==> src/rtl/cache_axi_pkg.sv <==
// ============================================================================
// Module      : cache_axi_pkg
// Description : Shared encodings and default widths for the cache read
//               arbiter: FSM states, owner codes and default parameters.
// Revision    : 1.0 - initial release
// ============================================================================
`default_nettype none

package cache_axi_pkg;

  localparam int c_DEF_ADDR_WIDTH   = 32;
  localparam int c_DEF_DATA_WIDTH   = 32;
  localparam int c_DEF_STARVE_LIMIT = 4;

  // Arbiter sequencing: pick a winner, present its address, stream its beats
  typedef enum logic [1:0] {
    ST_IDLE = 2'd0,
    ST_ADDR = 2'd1,
    ST_DATA = 2'd2
  } state_t;

  // Which requester currently owns the memory port
  typedef enum logic [1:0] {
    OWN_NONE = 2'd0,
    OWN_IC   = 2'd1,
    OWN_DC   = 2'd2
  } owner_t;

endpackage

`default_nettype wire

==> src/rtl/read_arb_pick.sv <==
// ============================================================================
// Module      : read_arb_pick
// Description : Combinational winner selection between the instruction and
//               data cache requesters. Data side normally wins; the
//               instruction side wins once it has been starved long enough.
// Revision    : 1.0 - initial release
// ============================================================================
`default_nettype none

module read_arb_pick (
  input  logic ic_valid,
  input  logic dc_valid,
  input  logic starve_hit,
  output logic grant_ic,
  output logic grant_dc
);

  // Instruction side wins only when alone or when its starvation count is full
  assign grant_ic = ic_valid & (~dc_valid | starve_hit);
  assign grant_dc = dc_valid & ~grant_ic;

endmodule

`default_nettype wire

==> src/rtl/cache_read_arbiter.sv <==
// ============================================================================
// Module      : cache_read_arbiter
// Description : Two-requester read arbiter (instruction cache, data cache)
//               sharing one memory read port. One burst in flight at a time;
//               the address phase is registered, the data phase is routed
//               combinationally to the current owner.
// Revision    : 1.0 - initial release
// ============================================================================
`default_nettype none

module cache_read_arbiter
  import cache_axi_pkg::*;
#(
  parameter int ADDR_WIDTH   = c_DEF_ADDR_WIDTH,
  parameter int DATA_WIDTH   = c_DEF_DATA_WIDTH,
  parameter int STARVE_LIMIT = c_DEF_STARVE_LIMIT
) (
  input  logic                  clk,
  input  logic                  rst,
  // instruction cache
  input  logic [ADDR_WIDTH-1:0] ic_araddr,
  input  logic                  ic_arvalid,
  output logic                  ic_arready,
  output logic [DATA_WIDTH-1:0] ic_rdata,
  output logic                  ic_rvalid,
  output logic                  ic_rlast,
  input  logic                  ic_rready,
  // data cache
  input  logic [ADDR_WIDTH-1:0] dc_araddr,
  input  logic                  dc_arvalid,
  output logic                  dc_arready,
  output logic [DATA_WIDTH-1:0] dc_rdata,
  output logic                  dc_rvalid,
  output logic                  dc_rlast,
  input  logic                  dc_rready,
  // memory
  output logic [ADDR_WIDTH-1:0] m_araddr,
  output logic                  m_arvalid,
  input  logic                  m_arready,
  input  logic [DATA_WIDTH-1:0] m_rdata,
  input  logic                  m_rvalid,
  input  logic                  m_rlast,
  output logic                  m_rready
);

  // Counter must be able to hold STARVE_LIMIT itself; keep at least one bit
  localparam int                 c_CNT_W = (STARVE_LIMIT < 1) ? 1 : $clog2(STARVE_LIMIT + 1);
  localparam logic [c_CNT_W-1:0] c_LIMIT = c_CNT_W'(STARVE_LIMIT);
  localparam logic [c_CNT_W-1:0] c_ONE   = c_CNT_W'(1);

  state_t                r_state;
  state_t                w_state_nxt;
  owner_t                r_owner;
  owner_t                w_owner_nxt;
  logic [c_CNT_W-1:0]    r_starve_cnt;
  logic [c_CNT_W-1:0]    w_starve_nxt;
  logic [ADDR_WIDTH-1:0] r_araddr;
  logic [ADDR_WIDTH-1:0] w_araddr_nxt;

  logic w_starve_hit;
  logic w_grant_ic;
  logic w_grant_dc;
  logic w_in_addr;
  logic w_in_data;
  logic w_own_ic;
  logic w_own_dc;
  logic w_last_beat;

  assign w_starve_hit = (r_starve_cnt == c_LIMIT);
  assign w_in_addr    = (r_state == ST_ADDR);
  assign w_in_data    = (r_state == ST_DATA);
  assign w_own_ic     = (r_owner == OWN_IC);
  assign w_own_dc     = (r_owner == OWN_DC);
  assign w_last_beat  = m_rvalid & m_rready & m_rlast;

  read_arb_pick u_pick (
    .ic_valid   (ic_arvalid),
    .dc_valid   (dc_arvalid),
    .starve_hit (w_starve_hit),
    .grant_ic   (w_grant_ic),
    .grant_dc   (w_grant_dc)
  );

  // State, owner, starvation count and latched address; reset abandons any burst
  always_ff @(posedge clk or negedge rst) begin
    if (!rst) begin
      r_state      <= ST_IDLE;
      r_owner      <= OWN_NONE;
      r_starve_cnt <= '0;
      r_araddr     <= '0;
    end else begin
      r_state      <= w_state_nxt;
      r_owner      <= w_owner_nxt;
      r_starve_cnt <= w_starve_nxt;
      r_araddr     <= w_araddr_nxt;
    end
  end

  // Next-state: grant in IDLE, wait for address accept, run until the last beat
  always_comb begin
    w_state_nxt  = r_state;
    w_owner_nxt  = r_owner;
    w_starve_nxt = r_starve_cnt;
    w_araddr_nxt = r_araddr;
    case (r_state)
      ST_IDLE: begin
        if (w_grant_ic) begin
          w_state_nxt  = ST_ADDR;
          w_owner_nxt  = OWN_IC;
          w_araddr_nxt = ic_araddr;
          w_starve_nxt = '0;
        end else if (w_grant_dc) begin
          w_state_nxt  = ST_ADDR;
          w_owner_nxt  = OWN_DC;
          w_araddr_nxt = dc_araddr;
          if (!w_starve_hit) begin
            w_starve_nxt = r_starve_cnt + c_ONE;
          end
        end
      end
      ST_ADDR: begin
        if (m_arready) begin
          w_state_nxt = ST_DATA;
        end
      end
      ST_DATA: begin
        if (w_last_beat) begin
          w_state_nxt = ST_IDLE;
          w_owner_nxt = OWN_NONE;
        end
      end
      default: begin
        w_state_nxt = ST_IDLE;
        w_owner_nxt = OWN_NONE;
      end
    endcase
  end

  // Address phase is driven purely from registered state
  assign m_araddr   = r_araddr;
  assign m_arvalid  = w_in_addr;
  assign ic_arready = w_in_addr & w_own_ic & m_arready;
  assign dc_arready = w_in_addr & w_own_dc & m_arready;

  // Data phase: owner sees memory beats, memory sees owner's back-pressure
  assign m_rready  = w_in_data & ((w_own_ic & ic_rready) | (w_own_dc & dc_rready));
  assign ic_rvalid = w_in_data & w_own_ic & m_rvalid;
  assign ic_rlast  = w_in_data & w_own_ic & m_rlast;
  assign ic_rdata  = (w_in_data & w_own_ic) ? m_rdata : '0;
  assign dc_rvalid = w_in_data & w_own_dc & m_rvalid;
  assign dc_rlast  = w_in_data & w_own_dc & m_rlast;
  assign dc_rdata  = (w_in_data & w_own_dc) ? m_rdata : '0;

endmodule

`default_nettype wire

==> config.mk <==
export PLATFORM = sky130hd
export DESIGN_NAME = cache_read_arbiter
export DESIGN_NICKNAME = d
export VERILOG_FILES = /design/src/rtl/cache_axi_pkg.sv /design/src/rtl/read_arb_pick.sv /design/src/rtl/cache_read_arbiter.sv
export SDC_FILE = /design/constraint.sdc
export NUM_CORES = 1
export LEC_CHECK = 0
export ABC_CLOCK_PERIOD_IN_PS = 2200
export CORE_MARGIN = 8
export CORE_UTILIZATION = 34
export CTS_CLUSTER_DIAMETER = 150
export DETAILED_ROUTE_END_ITERATION = 16
export GPL_TIMING_DRIVEN = 0
export PLACE_DENSITY_LB_ADDON = 0.05
export SYNTH_ARGS = -nofsm -noshare
export SYNTH_HDL_FRONTEND = slang
export SYNTH_SLANG_ARGS = --single-unit
==> constraint.sdc <==
create_clock -name clk -period 2.2 [get_ports clk]
set_input_delay 0.66 -clock clk [delete_from_list [all_inputs] [get_ports clk]]
set_output_delay 0.66 -clock clk [all_outputs]
set_load 0.01 [all_outputs]
* Word level (Yosys, flattened, before mapping) *
Cells that the tools add are included.

storage, ports and cells
  bits in registers = 39
  input port bits = 105
  output and inout port bits = 104

operators by class
  add/sub/neg operators = 1
  eq/ne operators = 9
  mux-type cells = 15
  bitwise gates (word level) = 22
  reductions and logical operators = 6

operators with widths
  operator                                             number
  two-way mux 32 bit                                   4
  bitwise AND 1 bit                                    17
  two-way mux 2 bit                                    6
  one-hot mux 2 bit (3 select lines)                   2
  two-way mux 3 bit                                    3
  AND reduction 3 bit                                  3
  equality test 2 x 1 -> 1 bit, second input constant  2
  equality test 2 bit, second input constant           2
  != test 2 bit, second input constant                 2
  adder 3 x 1 -> 3 bit, second input constant          1
  equality test 3 bit, second input constant           1
  != test 3 x 1 -> 1 bit, second input constant        1
  NOT 1 bit                                            3
  zero test 2 bit                                      1
  != test 2 x 1 -> 1 bit, second input constant        1
  bitwise OR 1 bit                                     2
  AND reduction 2 bit                                  1
  nonzero test 2 bit                                   1

* Depth between registers and ports, before layout *
  word-level depth = 8
  mapped depth = 7
  depth with buffers taken out = 5

* By module *
From an unflattened synthesis, not the netlist that was laid out.

unflattened totals
  cell total of the unflattened synthesis = 289
  area, all modules = 2567.5 µm²

modules (own cells, without submodules)
  module              instances  cells an instance  area an instance (µm²)
  cache_read_arbiter  1          286                2548.7
  read_arb_pick       1          3                  18.8

* Worst setup path before layout *
OpenSTA, ideal clock, no wires.

  kind = reg-to-output
  from = register r_state[0]
  to = output port dc_rdata[10]
  arrival = 1.194 ns
  required time = 1.540 ns
  path slack = 0.346 ns
  stages on the path, launching flop included = 5
  path buffers = 1
  cell sequence = dfrtp_1 > nand2b_1 > nor2_2 > clkbuf_2 > and2_1

on the way
  longest elaborated chain between the ends = 3

ends and longest elaborated chain
  item                    line                       source
  start, declared         cache_read_arbiter.sv:51   state_t r_state;
  start signal, assigned  cache_read_arbiter.sv:92   r_state <= w_state_nxt;
  equality test 2 bit     cache_read_arbiter.sv:71   assign w_in_data = (r_state == ST_DATA);
  bitwise AND 1 bit       cache_read_arbiter.sv:152  assign dc_rdata = (w_in_data & w_own_dc) ? m_rdata : '0;
  two-way mux 32 bit      cache_read_arbiter.sv:152
  end, declared           cache_read_arbiter.sv:32   output logic [DATA_WIDTH-1:0] dc_rdata,

No other way between the ends.

* Worst setup path after layout *
  from = register r_state[0]
  to = output port ic_rdata[18]

on the way
  longest elaborated chain between the ends = 3

ends and longest elaborated chain
  item                 line                       source
  equality test 2 bit  cache_read_arbiter.sv:71
  bitwise AND 1 bit    cache_read_arbiter.sv:149  assign ic_rdata = (w_in_data & w_own_ic) ? m_rdata : '0;
  two-way mux 32 bit   cache_read_arbiter.sv:149
  end, declared        cache_read_arbiter.sv:24   output logic [DATA_WIDTH-1:0] ic_rdata,

No other way between the ends.

==> impl_table.tex <==
\begin{tabular}{lr}
\hline
Metric & Value \\
\hline
\multicolumn{2}{l}{\textbf{Worst setup path}} \\
Beginning of the critical path & r\_state[0] \\
Reg2reg end & r\_state[1] \\
Biggest fanout along the worst timing path & 5 \\
Reg-to-reg setup timing slack & 0.11 ns \\
CP Capture Type & output port \\
Worst r2r src & r\_owner[1] \\
Cell breakdown of the critical path & nand2b\_4 -> nor2\_4 -> buf\_6 -> buf\_6 -> buf\_8 -> and2\_4 -> buf\_6 \\
Critical path launch point type & register \\
Worst setup path endpoint & ic\_rdata[18] \\
Worst R2R Path Depth & 11 \\
Worst path required time & 1.54 ns \\
Critical path's slowest cell & dfrtp\_2 \\
Largest stage delay, worst path & 0.40 ns \\
Worst Path Class, Setup & register to output port \\
Cell with the most instances on the worst path & buf\_6 \\
Crit path arrival time & 1.59 ns \\
\multicolumn{2}{l}{\textbf{Finish}} \\
Layout Utilization & 68.4\% \\
Most common library cell in the layout ignoring fill and taps & clkdlybuf4s50\_1 \\
Most used cells in the layout excluding fill and tap cells & 130 x clkdlybuf4s50\_1, 44 x and2\_1, 40 x o21ai\_0, 37 x dfrtp\_1, 33 x buf\_2 \\
Area growth syn-to-layout & 95.4\% \\
Count of placed standard cells in the final layout, fillers left out & 657 \\
Number of nets in the finished design & 662 \\
Count of inserted antenna diode cells & 0 \\
Share of final-layout standard cells stronger than drive strength 1 & 30.8\% \\
\multicolumn{2}{l}{\textbf{Timing}} \\
Max-slew headroom & 65.8\% \\
Max Clock Freq & 445 MHz \\
RSZ-0062 raised after global routing & true \\
Slack of the critical path & -0.0496 ns \\
Period minus WS final & 2.25 ns \\
Worst-margin pin slew & 0.511 ns \\
Period utilisation layout & 102\% \\
Clock tree skew after final layout & 0.00772 ns \\
Number of endpoints failing setup at the final stage & 24 \\
Final Max Slew Viols & 0 \\
Final Hold Viols & 0 \\
\multicolumn{2}{l}{\textbf{Synthesis}} \\
Unique masters post-synth & 36 \\
Sequential share of the synthesized area & 36.1\% \\
Total of warnings raised by yosys & 0 \\
Number of synthesized register bits & 39 \\
Dominant register cell in the synthesized netlist & dfrtp\_1 \\
Synthesized instance count & 314 \\
Number of synthesized flops with an enable pin & 0 \\
Mapped cell area & 0.00271 mm2 \\
Average cell area after synthesis & 8.61 um2 \\
Net count after synthesis & 421 \\
Share of synthesized flip-flops with an asynchronous set or reset & 100\% \\
\multicolumn{2}{l}{\textbf{Pwr}} \\
Worst voltage drop across the vdd grid & 0.518 mV \\
Sum of internal, switching and leakage power & 4.86 mW \\
Areal power density over the cells & 919 mW/mm2 \\
Leak & 2.35 nW \\
\multicolumn{2}{l}{\textbf{Detailed routing}} \\
Router iterations before antenna repair & 4 \\
WL per Instance & 19.1 um \\
Vias/cell & 5.07 \\
Via count of the routed design & 3333 \\
Drt total wl & 12.5 mm \\
Iteration-0 DRC count of the detailed router & 169 \\
Post-detailed-route count of antenna-violating nets & 0 \\
\# DRC & 0 \\
\multicolumn{2}{l}{\textbf{Placement}} \\
Detailed Place HPWL & 9.50 mm \\
Placed Cells & 625 \\
Final estimated routing congestion in global placement & 0.813 \\
Worst setup timing slack at the placement stage & -0.466 ns \\
Quantity of I/O buffers inserted on ports & 208 \\
\multicolumn{2}{l}{\textbf{Floorplan}} \\
Number of standard-cell rows in the floorplan & 32 \\
Total Die Area & 0.0111 mm2 \\
Overall die width & 105 um \\
Starting Density & 35.0\% \\
I/O pin count & 209 \\
Floorplan core area & 0.00773 mm2 \\
Die span in y & 105 um \\
\multicolumn{2}{l}{\textbf{Global routing}} \\
Number of antenna violations at the first check in global routing & 0 \\
Tot GR Track Use & 22.0\% \\
Wire length of the first global-routing pass & 20.1 mm \\
Maximum number of pins on one net before global-route repair & 23 \\
Number of global-route vias before repair & 3488 \\
Total congestion overflow & 0 \\
\multicolumn{2}{l}{\textbf{Clock network}} \\
Clock slew seen by the registers of the worst setup and hold paths & 0.08 ns \\
CTS buffer count & 5 \\
Buffer depth of the longest clock path & 2 \\
Cell at the root of the clock tree & clkbuf\_8 \\
CTS tree & yes \\
Depth of the CTS H-tree & 2 \\
Hold buffer count at cts & 0 \\
Later-pin clock latency in the skew report & 0.29 ns \\
Clock Sink Count & 39 \\
\multicolumn{2}{l}{\textbf{Flow run}} \\
Max cap viols & 0 \\
\multicolumn{2}{l}{\textbf{Min path}} \\
Class of the tightest hold or removal check & input pin to asynchronous set/reset pin \\
\multicolumn{2}{l}{\textbf{Run status}} \\
Outcome & finished, violations left \\
Failing checks & negative setup slack \\
\hline
\end{tabular}
## worst min path at each step
stage	startpoint	endpoint	slack, ns	depth (start not counted)
CTS	rst	m_araddr[10]	0.32	1
floorplan	rst	m_araddr[0]	0.36	0
global route	rst	m_araddr[10]	0.33	1
detailed placement	m_araddr[7]	m_araddr[7]	0.49	2
global placement	m_araddr[11]	m_araddr[11]	0.48	2
finish	rst	m_araddr[10]	0.31	1
## stage by stage
step / setup TNS [ns] / hold slack (ns) / area (um2)
finish: -0.650 / 0.311 / 5290
global route: -3.63 / 0.331 / 5290
CTS: -0.877 / 0.319 / 5160
detailed placement: -28.18 / 0.489 / 4940
global placement: -52.09 / 0.477 / 4910
floorplan: 0 / 0.364 / 2710
## state kept, by name (all words and copies together), names as in the netlist
signal and count:
m_araddr 32, r_starve_cnt 3, r_owner 2, r_state 2
## cell type report
cell class / instances / area (um2)
Fill cell: 644 / 2440
Timing Repair Buffer: 235 / 2210
Multi-Input combinational cell: 224 / 1580
Sequential cell: 39 / 978
Buffer: 29 / 219
Tap cell: 102 / 128
Clock buffer: 6 / 82.6
Inverter: 21 / 78.8
Clock inverter: 1 / 5.00
## synthesized netlist by cell type, types with 3 or more instances
cell	count	area share, %
o21ai_1	13	2.4
o221ai_2	9	5.0
inv_1	21	2.9
buf_2	9	1.7
nand2_1	4	0.55
clkbuf_2	6	1.1
buf_6	4	1.7
nor2_1	3	0.42
dfrtp_1	39	36
nand2b_1	4	0.92
o2111ai_1	16	5.2
and2_1	68	16
a21oi_1	4	0.74
nand4_1	16	3.7
o221ai_1	7	2.3
clkbuf_1	10	1.4
nand3_1	18	3.3
o21ai_0	40	7.4
## per-layer routing
| metal | vias to the layer above | wire, um | GRT usage [%] |
|---|---|---|---|
| met2 | 133 | 6310 | 37.1 |
| met1 | 1573 | 5360 | 28.0 |
| met5 | - | 0 | 0 |
| met4 | 0 | 48 | 2.75 |
| met3 | 6 | 822 | 5.90 |
| li1 | 1621 | - | - |
## report_power, final
group          internal [mW]  switching [mW]  leakage, nW
clock                  0.247           0.260       0.0470
combinational           1.59            1.49         1.83
sequential              1.07           0.204        0.480
total                   2.90            1.95         2.35
## what timing repair did
item,CTS,global route
buffers inserted,23,2
endpoints found under the hold margin,0,0
pin swaps,5,18
endpoints found under the setup margin,72,71
gates resized for setup,265,96
cloned,2,0
## kinds of logic (layout without fill, tap and decap cells)
logic type               count (synthesis)  after routing  share of synthesized area, %
adder cells (fa/ha/maj)                  2              2                         0.925
buffers and inverters                   51            292                          9.02
flip-flops                              39             39                          36.1
AND/OR/NAND/NOR                        125            125                          28.4
AO/OA/AOI/OAI                           97             97                          25.6
## worst max-delay path, delay by kind of cell, from the launching register on
family / cells / cell delay, ns
simple gates: 3 / 0.47
buf+inv: 4 / 0.41
flops: 1 / 0.40
No activity file was read; power rests on OpenSTA's default activity.
